**src/rtl/descrypt_key_sched_if.sv**
```systemverilog
// Handshake bundle between the PC-1 stage, the key-schedule stage and the
// round-function pipeline. The slave modport is the key-schedule view; the
// master modport is the surrounding (upstream + downstream) view.
// Optional macro DESCRYPT_KS_DECRYPT_EN adds the dec select line.
interface descrypt_key_sched_if;
  logic [55:0] cd_in;
  logic        cd_valid;
  logic        cd_ready;
  logic [47:0] subkey;
  logic        subkey_valid;
  logic        subkey_ready;
  logic [3:0]  round;
  logic        last_round;
  logic        last_iter;
`ifdef DESCRYPT_KS_DECRYPT_EN
  logic        dec;

  modport slave (
    input  cd_in, cd_valid, subkey_ready, dec,
    output cd_ready, subkey, subkey_valid, round, last_round, last_iter
  );

  modport master (
    output cd_in, cd_valid, subkey_ready, dec,
    input  cd_ready, subkey, subkey_valid, round, last_round, last_iter
  );
`else
  modport slave (
    input  cd_in, cd_valid, subkey_ready,
    output cd_ready, subkey, subkey_valid, round, last_round, last_iter
  );

  modport master (
    output cd_in, cd_valid, subkey_ready,
    input  cd_ready, subkey, subkey_valid, round, last_round, last_iter
  );
`endif
endinterface

```
**src/rtl/descrypt_key_sched.sv**
```systemverilog
// Sequential DES key schedule for the descrypt core.
// Takes one 56-bit C||D word (PC-1 output), then emits the 16 PC-2 round
// subkeys one per handshake, repeating the full 16-key pass ITERATIONS times.
// Optional macro DESCRYPT_KS_DECRYPT_EN: adds a dec input (sampled at load)
// that produces the subkeys in reverse order K16..K1 using right rotations.
module descrypt_key_sched #(
  parameter int ITERATIONS = 25
) (
  input  logic                  CLK,
  input  logic                  rst_n,
  descrypt_key_sched_if.slave   ks
);

  typedef enum logic [0:0] {
    S_IDLE = 1'b0,
    S_RUN  = 1'b1
  } state_t;

  localparam logic [5:0] ITER_LAST = 6'(ITERATIONS - 1);

  // PC-2 selection table: entry i gives the C||D bit (1 = MSB) feeding
  // subkey bit i+1 (subkey bit 1 = MSB).
  localparam int PC2_TAB [0:47] = '{
    14, 17, 11, 24,  1,  5,
     3, 28, 15,  6, 21, 10,
    23, 19, 12,  4, 26,  8,
    16,  7, 27, 20, 13,  2,
    41, 52, 31, 37, 47, 55,
    30, 40, 51, 45, 33, 48,
    44, 49, 39, 56, 34, 53,
    46, 42, 50, 36, 29, 32
  };

  state_t      state_q, state_d;
  logic [27:0] c_half_q, c_half_d;
  logic [27:0] d_half_q, d_half_d;
  logic [47:0] subkey_q, subkey_d;
  logic [3:0]  round_q, round_d;
  logic [5:0]  iter_q, iter_d;
`ifdef DESCRYPT_KS_DECRYPT_EN
  logic        dec_q, dec_d;
`endif

  // Rotation amount applied when moving into round r.
  function automatic logic [1:0] shift_amt(input logic [3:0] r);
    return (r == 4'd0 || r == 4'd1 || r == 4'd8 || r == 4'd15) ? 2'd1 : 2'd2;
  endfunction

  function automatic logic [27:0] rotl28(input logic [27:0] x, input logic [1:0] s);
    return (s == 2'd2) ? {x[25:0], x[27:26]} : {x[26:0], x[27]};
  endfunction

`ifdef DESCRYPT_KS_DECRYPT_EN
  function automatic logic [27:0] rotr28(input logic [27:0] x, input logic [1:0] s);
    return (s == 2'd2) ? {x[1:0], x[27:2]} : {x[0], x[27:1]};
  endfunction
`endif

  function automatic logic [47:0] pc2(input logic [55:0] cd);
    logic [47:0] o;
    o = '0;
    for (int i = 0; i < 48; i++) begin
      o[47 - i] = cd[56 - PC2_TAB[i]];
    end
    return o;
  endfunction

  // Next-state logic: load on handshake in IDLE, advance one round per
  // accepted subkey in RUN. The subkey register is refreshed from the
  // rotated halves except on the final accept, so the last subkey holds.
  always_comb begin
    state_d  = state_q;
    c_half_d = c_half_q;
    d_half_d = d_half_q;
    subkey_d = subkey_q;
    round_d  = round_q;
    iter_d   = iter_q;
`ifdef DESCRYPT_KS_DECRYPT_EN
    dec_d    = dec_q;
`endif
    case (state_q)
      S_IDLE: begin
        if (ks.cd_valid) begin
          c_half_d = rotl28(ks.cd_in[55:28], 2'd1);
          d_half_d = rotl28(ks.cd_in[27:0], 2'd1);
`ifdef DESCRYPT_KS_DECRYPT_EN
          dec_d = ks.dec;
          if (ks.dec) begin
            // Unrotated halves give K16 (total shift of a pass is 28).
            c_half_d = ks.cd_in[55:28];
            d_half_d = ks.cd_in[27:0];
          end
`endif
          subkey_d = pc2({c_half_d, d_half_d});
          round_d  = 4'd0;
          iter_d   = 6'd0;
          state_d  = S_RUN;
        end
      end
      S_RUN: begin
        if (ks.subkey_ready) begin
          // At round 15 the rotate-by-1 lands back on rotl(original,1),
          // so the next pass starts without a reload.
          c_half_d = rotl28(c_half_q, shift_amt(round_q + 4'd1));
          d_half_d = rotl28(d_half_q, shift_amt(round_q + 4'd1));
`ifdef DESCRYPT_KS_DECRYPT_EN
          if (dec_q) begin
            c_half_d = rotr28(c_half_q, shift_amt(4'd15 - round_q));
            d_half_d = rotr28(d_half_q, shift_amt(4'd15 - round_q));
          end
`endif
          round_d = round_q + 4'd1;
          if (round_q == 4'd15) begin
            iter_d = iter_q + 6'd1;
          end
          if (round_q == 4'd15 && iter_q == ITER_LAST) begin
            state_d = S_IDLE;
            iter_d  = 6'd0;
          end else begin
            subkey_d = pc2({c_half_d, d_half_d});
          end
        end
      end
      default: state_d = S_IDLE;
    endcase
  end

  // State and datapath registers with asynchronous active-low reset.
  always_ff @(posedge CLK or negedge rst_n) begin
    if (!rst_n) begin
      state_q  <= S_IDLE;
      c_half_q <= '0;
      d_half_q <= '0;
      subkey_q <= '0;
      round_q  <= '0;
      iter_q   <= '0;
`ifdef DESCRYPT_KS_DECRYPT_EN
      dec_q    <= 1'b0;
`endif
    end else begin
      state_q  <= state_d;
      c_half_q <= c_half_d;
      d_half_q <= d_half_d;
      subkey_q <= subkey_d;
      round_q  <= round_d;
      iter_q   <= iter_d;
`ifdef DESCRYPT_KS_DECRYPT_EN
      dec_q    <= dec_d;
`endif
    end
  end

  assign ks.cd_ready     = (state_q == S_IDLE);
  assign ks.subkey_valid = (state_q == S_RUN);
  assign ks.subkey       = subkey_q;
  assign ks.round        = round_q;
  assign ks.last_round   = (state_q == S_RUN) && (round_q == 4'd15);
  assign ks.last_iter    = (state_q == S_RUN) && (iter_q == ITER_LAST);

endmodule

```
**src/flat_wrapper.sv**
```systemverilog
// flat-port wrapper written by rule: the top's interface ports become plain ports
module descrypt_key_sched_flat 
#(
  parameter int ITERATIONS = 25
)
  (CLK, rst_n, ks_cd_in, ks_cd_valid, ks_subkey_ready, ks_cd_ready, ks_subkey, ks_subkey_valid, ks_round, ks_last_round, ks_last_iter);
  descrypt_key_sched_if ks_i ();
  input  logic CLK;
  input  logic rst_n;
  input wire logic [$bits(ks_i.cd_in)-1:0] ks_cd_in;
  input wire logic [$bits(ks_i.cd_valid)-1:0] ks_cd_valid;
  input wire logic [$bits(ks_i.subkey_ready)-1:0] ks_subkey_ready;
  output wire logic [$bits(ks_i.cd_ready)-1:0] ks_cd_ready;
  output wire logic [$bits(ks_i.subkey)-1:0] ks_subkey;
  output wire logic [$bits(ks_i.subkey_valid)-1:0] ks_subkey_valid;
  output wire logic [$bits(ks_i.round)-1:0] ks_round;
  output wire logic [$bits(ks_i.last_round)-1:0] ks_last_round;
  output wire logic [$bits(ks_i.last_iter)-1:0] ks_last_iter;
  assign ks_i.cd_in = ks_cd_in;
  assign ks_i.cd_valid = ks_cd_valid;
  assign ks_i.subkey_ready = ks_subkey_ready;
  assign ks_cd_ready = ks_i.cd_ready;
  assign ks_subkey = ks_i.subkey;
  assign ks_subkey_valid = ks_i.subkey_valid;
  assign ks_round = ks_i.round;
  assign ks_last_round = ks_i.last_round;
  assign ks_last_iter = ks_i.last_iter;
  descrypt_key_sched #(.ITERATIONS(ITERATIONS)) u_core (.CLK(CLK), .rst_n(rst_n), .ks(ks_i));
endmodule
```
**config.mk**
```make
export PLATFORM = sky130hd
export DESIGN_NAME = descrypt_key_sched_flat
export DESIGN_NICKNAME = d
export VERILOG_FILES = /design/src/rtl/descrypt_key_sched_if.sv /design/src/rtl/descrypt_key_sched.sv /design/src/flat_wrapper.sv
export SDC_FILE = /design/constraint.sdc
export NUM_CORES = 1
export LEC_CHECK = 0
export ABC_AREA = 0
export CAP_MARGIN = 10
export CORE_MARGIN = 2
export CORE_UTILIZATION = 35
export DETAILED_ROUTE_END_ITERATION = 7
export MAX_ROUTING_LAYER = met4
export PLACE_DENSITY = 0.65
export SLEW_MARGIN = 25
export SYNTH_ARGS = -nofsm -noshare
export SYNTH_HDL_FRONTEND = slang
export SYNTH_SLANG_ARGS = --single-unit
```
**constraint.sdc**
```tcl
create_clock -name CLK -period 2.24 [get_ports CLK]
set_input_delay 0.224 -clock CLK [delete_from_list [all_inputs] [get_ports CLK]]
set_output_delay 0.224 -clock CLK [all_outputs]
set_load 0.1 [all_outputs]
```
After elaboration in Yosys (flattened, before gate mapping)
Index checks and enable logic that the tools add are counted.
{"block": "word_totals", "register_bits": 115, "in_bits": 60, "output_inout_bits": 56, "wordCells": 54}
{"block": "op_classes", "add_sub_neg": 2, "eq_ne": 10, "mux": 25, "n_bitwise": 1, "n_reduce_logical": 10}
{"op": "two-way mux 28 bit", "count": 6}
{"op": "two-way mux 48 bit", "count": 3}
{"op": "case mux 28 bit (2 select lines)", "count": 2}
{"op": "case mux 48 bit (2 select lines)", "count": 1}
{"op": "two-way mux 6 bit", "count": 4}
{"op": "== test 4 bit (second input constant)", "count": 3}
{"op": "case mux 6 bit (2 select lines)", "count": 1}
{"op": "two-way mux 4 bit", "count": 2}
{"op": "case mux 4 bit (2 select lines)", "count": 1}
{"op": "adder 6 x 1 -> 6 bit (second input constant)", "count": 1}
{"op": "== test 6 x 5 -> 1 bit (second input constant)", "count": 1}
{"op": "!= test 2 bit (second input constant)", "count": 3}
{"op": "AND reduction 3 bit", "count": 2}
{"op": "adder 4 x 1 -> 4 bit (second input constant)", "count": 1}
{"op": "== test 4 x 1 -> 1 bit (second input constant)", "count": 1}
{"op": "zero test 4 bit", "count": 1}
{"op": "logical AND 1 bit", "count": 3}
{"op": "logical OR 1 bit", "count": 3}
{"op": "two-way mux 1 bit", "count": 3}
{"op": "!= test 3 bit (second input constant)", "count": 1}
{"op": "== test 2 bit (second input constant)", "count": 1}
{"op": "two-way mux 2 bit", "count": 1}
{"op": "case mux 1 bit (2 select lines)", "count": 1}
{"op": "AND reduction 2 bit", "count": 1}
{"op": "inverter 1 bit", "count": 1}

Depth between registers and ports, before layout
{"block": "logic_depth", "word_depth": 11, "depth_mapped": 9, "ltp_nobuf": 7}

Least setup slack after synthesis
Ideal clock, no wire load.
{"block": "synth_path", "kind": "register to output", "from": "reg u_core.state_q, in the netlist u_core.ks.subkey_valid", "to": "out ks_last_round", "arrival_ps": 3356, "t_required_ps": 2016, "setup_slack_ps": -1340, "path_stages_with_launch": 5, "path_buffers": 2, "cell_sequence": "dfrtp_1 > buf_2 > inv_2 > clkbuf_1 > nor2_1"}
{"block": "synth_via", "elab_chain_cells": 1}
{"element": "start: declaration", "line_no": "descrypt_key_sched.sv:34", "source": "state_t state_q, state_d;"}
{"element": "start signal: assignment", "line_no": "descrypt_key_sched.sv:141", "source": "state_q <= state_d;"}
{"element": "logical AND 1 bit", "line_no": "descrypt_key_sched.sv:157", "source": "assign ks.last_round = (state_q == S_RUN) && (round_q == 4'd15);"}
{"element": "end: declaration", "line_no": "flat_wrapper.sv:17", "source": "output wire logic [$bits(ks_i.last_round)-1:0] ks_last_round;"}
No other way between the ends.

Worst setup path after layout
{"block": "layout_path", "from": "reg u_core.round_q[0], in the netlist u_core.ks.round[0]", "to": "reg u_core.d_half_q[19]"}
{"block": "layout_via", "elab_chain_cells": 10, "elab_cells_between_ends": 13, "classes_between": "add/sub (1); eq/ne (4); mux (4); reduce/logical (4)"}
{"element": "start: declaration", "line_no": "descrypt_key_sched.sv:38", "source": "logic [3:0] round_q, round_d;"}
{"element": "start signal: assignment", "line_no": "descrypt_key_sched.sv:145", "source": "round_q <= round_d;"}
{"element": "adder 4 x 1 -> 4 bit (*)", "line_no": "descrypt_key_sched.sv:105", "source": "d_half_d = rotl28(d_half_q, shift_amt(round_q + 4'd1));"}
{"element": "== test 4 x 1 -> 1 bit / zero test 4 bit (equally long branches)", "line_no": "descrypt_key_sched.sv:46", "source": "return (r == 4'd0 || r == 4'd1 || r == 4'd8 || r == 4'd15) ? 2'd1 : 2'd2;"}
{"element": "logical OR 1 bit (2 in series)", "line_no": "descrypt_key_sched.sv:46"}
{"element": "logical OR 1 bit (*)", "line_no": "descrypt_key_sched.sv:46"}
{"element": "two-way mux 2 bit (*)", "line_no": "descrypt_key_sched.sv:46"}
{"element": "== test 2 bit (*)", "line_no": "descrypt_key_sched.sv:50", "source": "return (s == 2'd2) ? {x[25:0], x[27:26]} : {x[26:0], x[27]};"}
{"element": "two-way mux 28 bit (*)", "line_no": "descrypt_key_sched.sv:50"}
{"element": "two-way mux 28 bit (*)", "line_no": "descrypt_key_sched.sv:101", "source": "if (ks.subkey_ready) begin"}
{"element": "case mux 28 bit (2 select lines) (*)", "line_no": "descrypt_key_sched.sv:81", "source": "case (state_q)"}
{"element": "end signal: assignment", "line_no": "descrypt_key_sched.sv:143", "source": "d_half_q <= d_half_d;"}
{"element": "end: declaration", "line_no": "descrypt_key_sched.sv:36", "source": "logic [27:0] d_half_q, d_half_d;"}
Every way passes the cells marked *; elsewhere a longest branch is shown, timed or not. The select of a mux whose other input is x is not followed.
A chain may end at the register's enable or synchronous reset.

==> metrics.txt <==
status finished clean; hold path startpoint ks_cd_valid; crit path from u_core.ks.round[0]; DRT Pass-1 Iters 4; most frequent cells in the layout dfrtp_1, nand2_1, o211ai_1; pwr dens ~1400 nW/um^2; Nets between 600 and 700; remaining antenna violation count 0; library cells used by synthesis 36; Final Hold Viols 0; Clock Tree Buf Depth 2; routed wire length ~14000 um; Tcrit/Tclk final approximately nine tenths; critical path class flip-flop to flip-flop; Critical R2R Launch u_core.ks.round[0]; critical path endpoint category flip-flop; ant diodes 0; Setup crit start kind flip-flop; Post-Synthesis Cells 532; CP Max Fanout 28; clk sinks about 120; r2r endpoint u_core.d_half_q[19]; Yosys top cell by area dfrtp_1; Tot GR Track Use 18.9%; R2R Setup Slk around 0.24 ns; share of cells above drive strength 1 ~17%; CTS tree built; Worst-Margin Slew a little over 0.6 ns; Synth top area share 51.8%; Initial Util ~35%; chip width 130 um; # rows 46; Max Cap Viol 0; Max Freq about 500 MHz; worst endpoint required time 2.52 ns; total negative slack 0 ns; CTS resizes 0; Die Ht about 130 um; number of global-route vias before repair between 4000 and 5000; PortBufs 115; Min-Delay Path Class input port to flip-flop; Root Driver clkbuf_16; Avg WL per Cell about 17 um; final setup skew ~0.0086 ns; hold endpoint u_core.ks.subkey_valid; clk_lat worst skew approximately 0.41 ns; Critical Path AT 2.28 ns; Area contributors post-synth dfrtp_1, o211ai_1, mux2i_1, nand2_1, nand3_1; warnings from Yosys 0; Post-route DRC 0; fin crit period between 2 and 2.5 ns; final worst slack around 0.24 ns; initial antenna violation count 0; Core Area 15700 sq um; leakage power just over 3 nW; Seq cells post-synth 115; Die ar. around 17000 sq um; # setup viols final 0; max-slew violations 0; H-tree levels 4; Slew headroom just under 60%; largest net degree at the start of global routing 61; mapped cell area 5560 sq um; overall power between 0.01 and 0.015 W; clock-pin slew on the worst setup and hold paths around 0.050 ns; commonest non-fill, non-tap cell in the layout dfrtp_1; initial DRC count 240; IR drop worst, VDD 693 uV; Fillers 1474; P&R area growth vs syn 32.2%; RSZ-0062 raised after global routing no; global-route wire length before repair approximately 24000 um; GR Overflow Total 0; Seq/Total Area, Yosys between 50 and 60%; Inserted Clock Buffers 17; Syn Nets between 500 and 600; DP HPWL approximately 9100 um; R2R cell count 7; syn avg cell area 10.4 sq um; RD Place Congestion 0.756; I/O pins between 100 and 150; pre-CTS setup slack 0.280 ns; Via density about 5.3; hold depth 3; Vias roughly 4500
[sequential cells by signal (all words and copies together), names as in the netlist]
| register | count |
|---|---|
| u_core.c_half_q | 28 |
| u_core.d_half_q | 28 |
| u_core.ks.subkey | 48 |
| u_core.ks.subkey_valid | 1 |
| u_core.iter_q | 6 |
| u_core.ks.round | 4 |
[how the worst max path moves through the flow]
| stage | to | slack [ns] | depth (start not counted) |
|---|---|---|---|
| 6_report | u_core.d_half_q[19] | 0.24 | 7 |
| 5_1_grt | u_core.ks.subkey[7] | 0.1 | 7 |
| 4_1_cts | ks_last_iter | 0.23 | 5 |
| 3_5_place_dp | u_core.c_half_q[11] | 0.28 | 7 |
| 3_3_place_gp | u_core.ks.subkey[7] | 0.31 | 7 |
| 2_1_floorplan | ks_last_round | -0.04 | 4 |
[kinds of logic (layout without fill, tap and decap cells)]
kind of cell / Yosys count / in the layout / share of synthesized area (%)
compound gates: 128 / 128 / 17.0
xor+xnor: 5 / 5 / 0.788
fa+ha+maj: 5 / 5 / 1.13
buf+inv: 48 / 162 / 5.22
flops: 115 / 115 / 51.8
mux: 57 / 57 / 10.3
simple gates: 174 / 174 / 13.8
[through the flow]
step	cells	hold WS, ns	cell area [sq um]	utilization (%)
2_1_floorplan	532	-0.0716	5570	-
3_3_place_gp	830	0.277	6810	43.4
3_5_place_dp	830	0.277	6810	43.4
4_1_cts	862	0.281	7350	46.8
5_1_grt	862	0.340	7350	46.8
6_report	862	0.302	7350	46.8
[synth_stat cells]
cell type  instances
dfrtp_1          115
nand2_1          104
o211ai_1          96
mux2i_1           56
nand3_1           52
clkbuf_1          25
a32oi_1            8
nor2_1             8
o21ai_1            8
buf_4              7
buf_2              6
ha_1               5
o21ai_0            5
buf_12             4
inv_1              4
and2_1             3
xor2_1             3
a21oi_1            2
a22o_1             2
nor3_1             2
xnor2_1            2
a21boi_1           1
a21o_1             1
a21oi_4            1
a31o_2             1
a31oi_1            1
and3_1             1
buf_8              1
inv_2              1
mux2_2             1
nand2b_1           1
nand4_1            1
nor4b_2            1
nor4b_4            1
o21ai_2            1
o31ai_1            1
[metal layers]
metal / vias to the layer above / part of all wire, % / track usage [%] / wire, um
met5: - / 0 / - / 0
met4: 0 / 2.1 / 7.53 / 306
met3: 23 / 5.1 / 4.72 / 730
met2: 139 / 49 / 30.3 / 7000
met1: 2226 / 44 / 23.1 / 6390
li1: 2154 / - / - / -
[power by group]
group / leakage, nW / internal, W / switching (W)
logic: 1.25 / 0.00132 / 0.00344
clock network: 0.266 / 0.00151 / 0.000884
registers: 1.57 / 0.00276 / 0.000532
total: 3.08 / 0.00558 / 0.00486
[critical path, cell delays in order (launching register included)]
cell and delay, ns:
dfrtp_2 0.44, ha_1 0.29, nor4b_2 0.24, a21oi_1 0.10
o21ai_4 0.11, buf_12 0.25, mux2i_1 0.31, o211ai_1 0.12
[layout make-up]
cell class / instances / area [sq um] / share of cell area (%)
flip-flops and latches: 115 / 2880 / 39.2
well taps: 216 / 270 / 3.68
multi-input cells: 369 / 2410 / 32.8
inverters: 5 / 18.8 / 0.255
clock buffers: 25 / 495 / 6.74
clock inverters: 6 / 30.0 / 0.409
repair buffers: 126 / 1240 / 16.9
[repair_timing]
| item | CTS | global route |
|---|---|---|
| endpoints found under the hold margin | 42 | 0 |
| buffers inserted | 0 | 0 |
| hold buffers | 1 | 0 |
No activity file was read; power rests on OpenSTA's default activity.
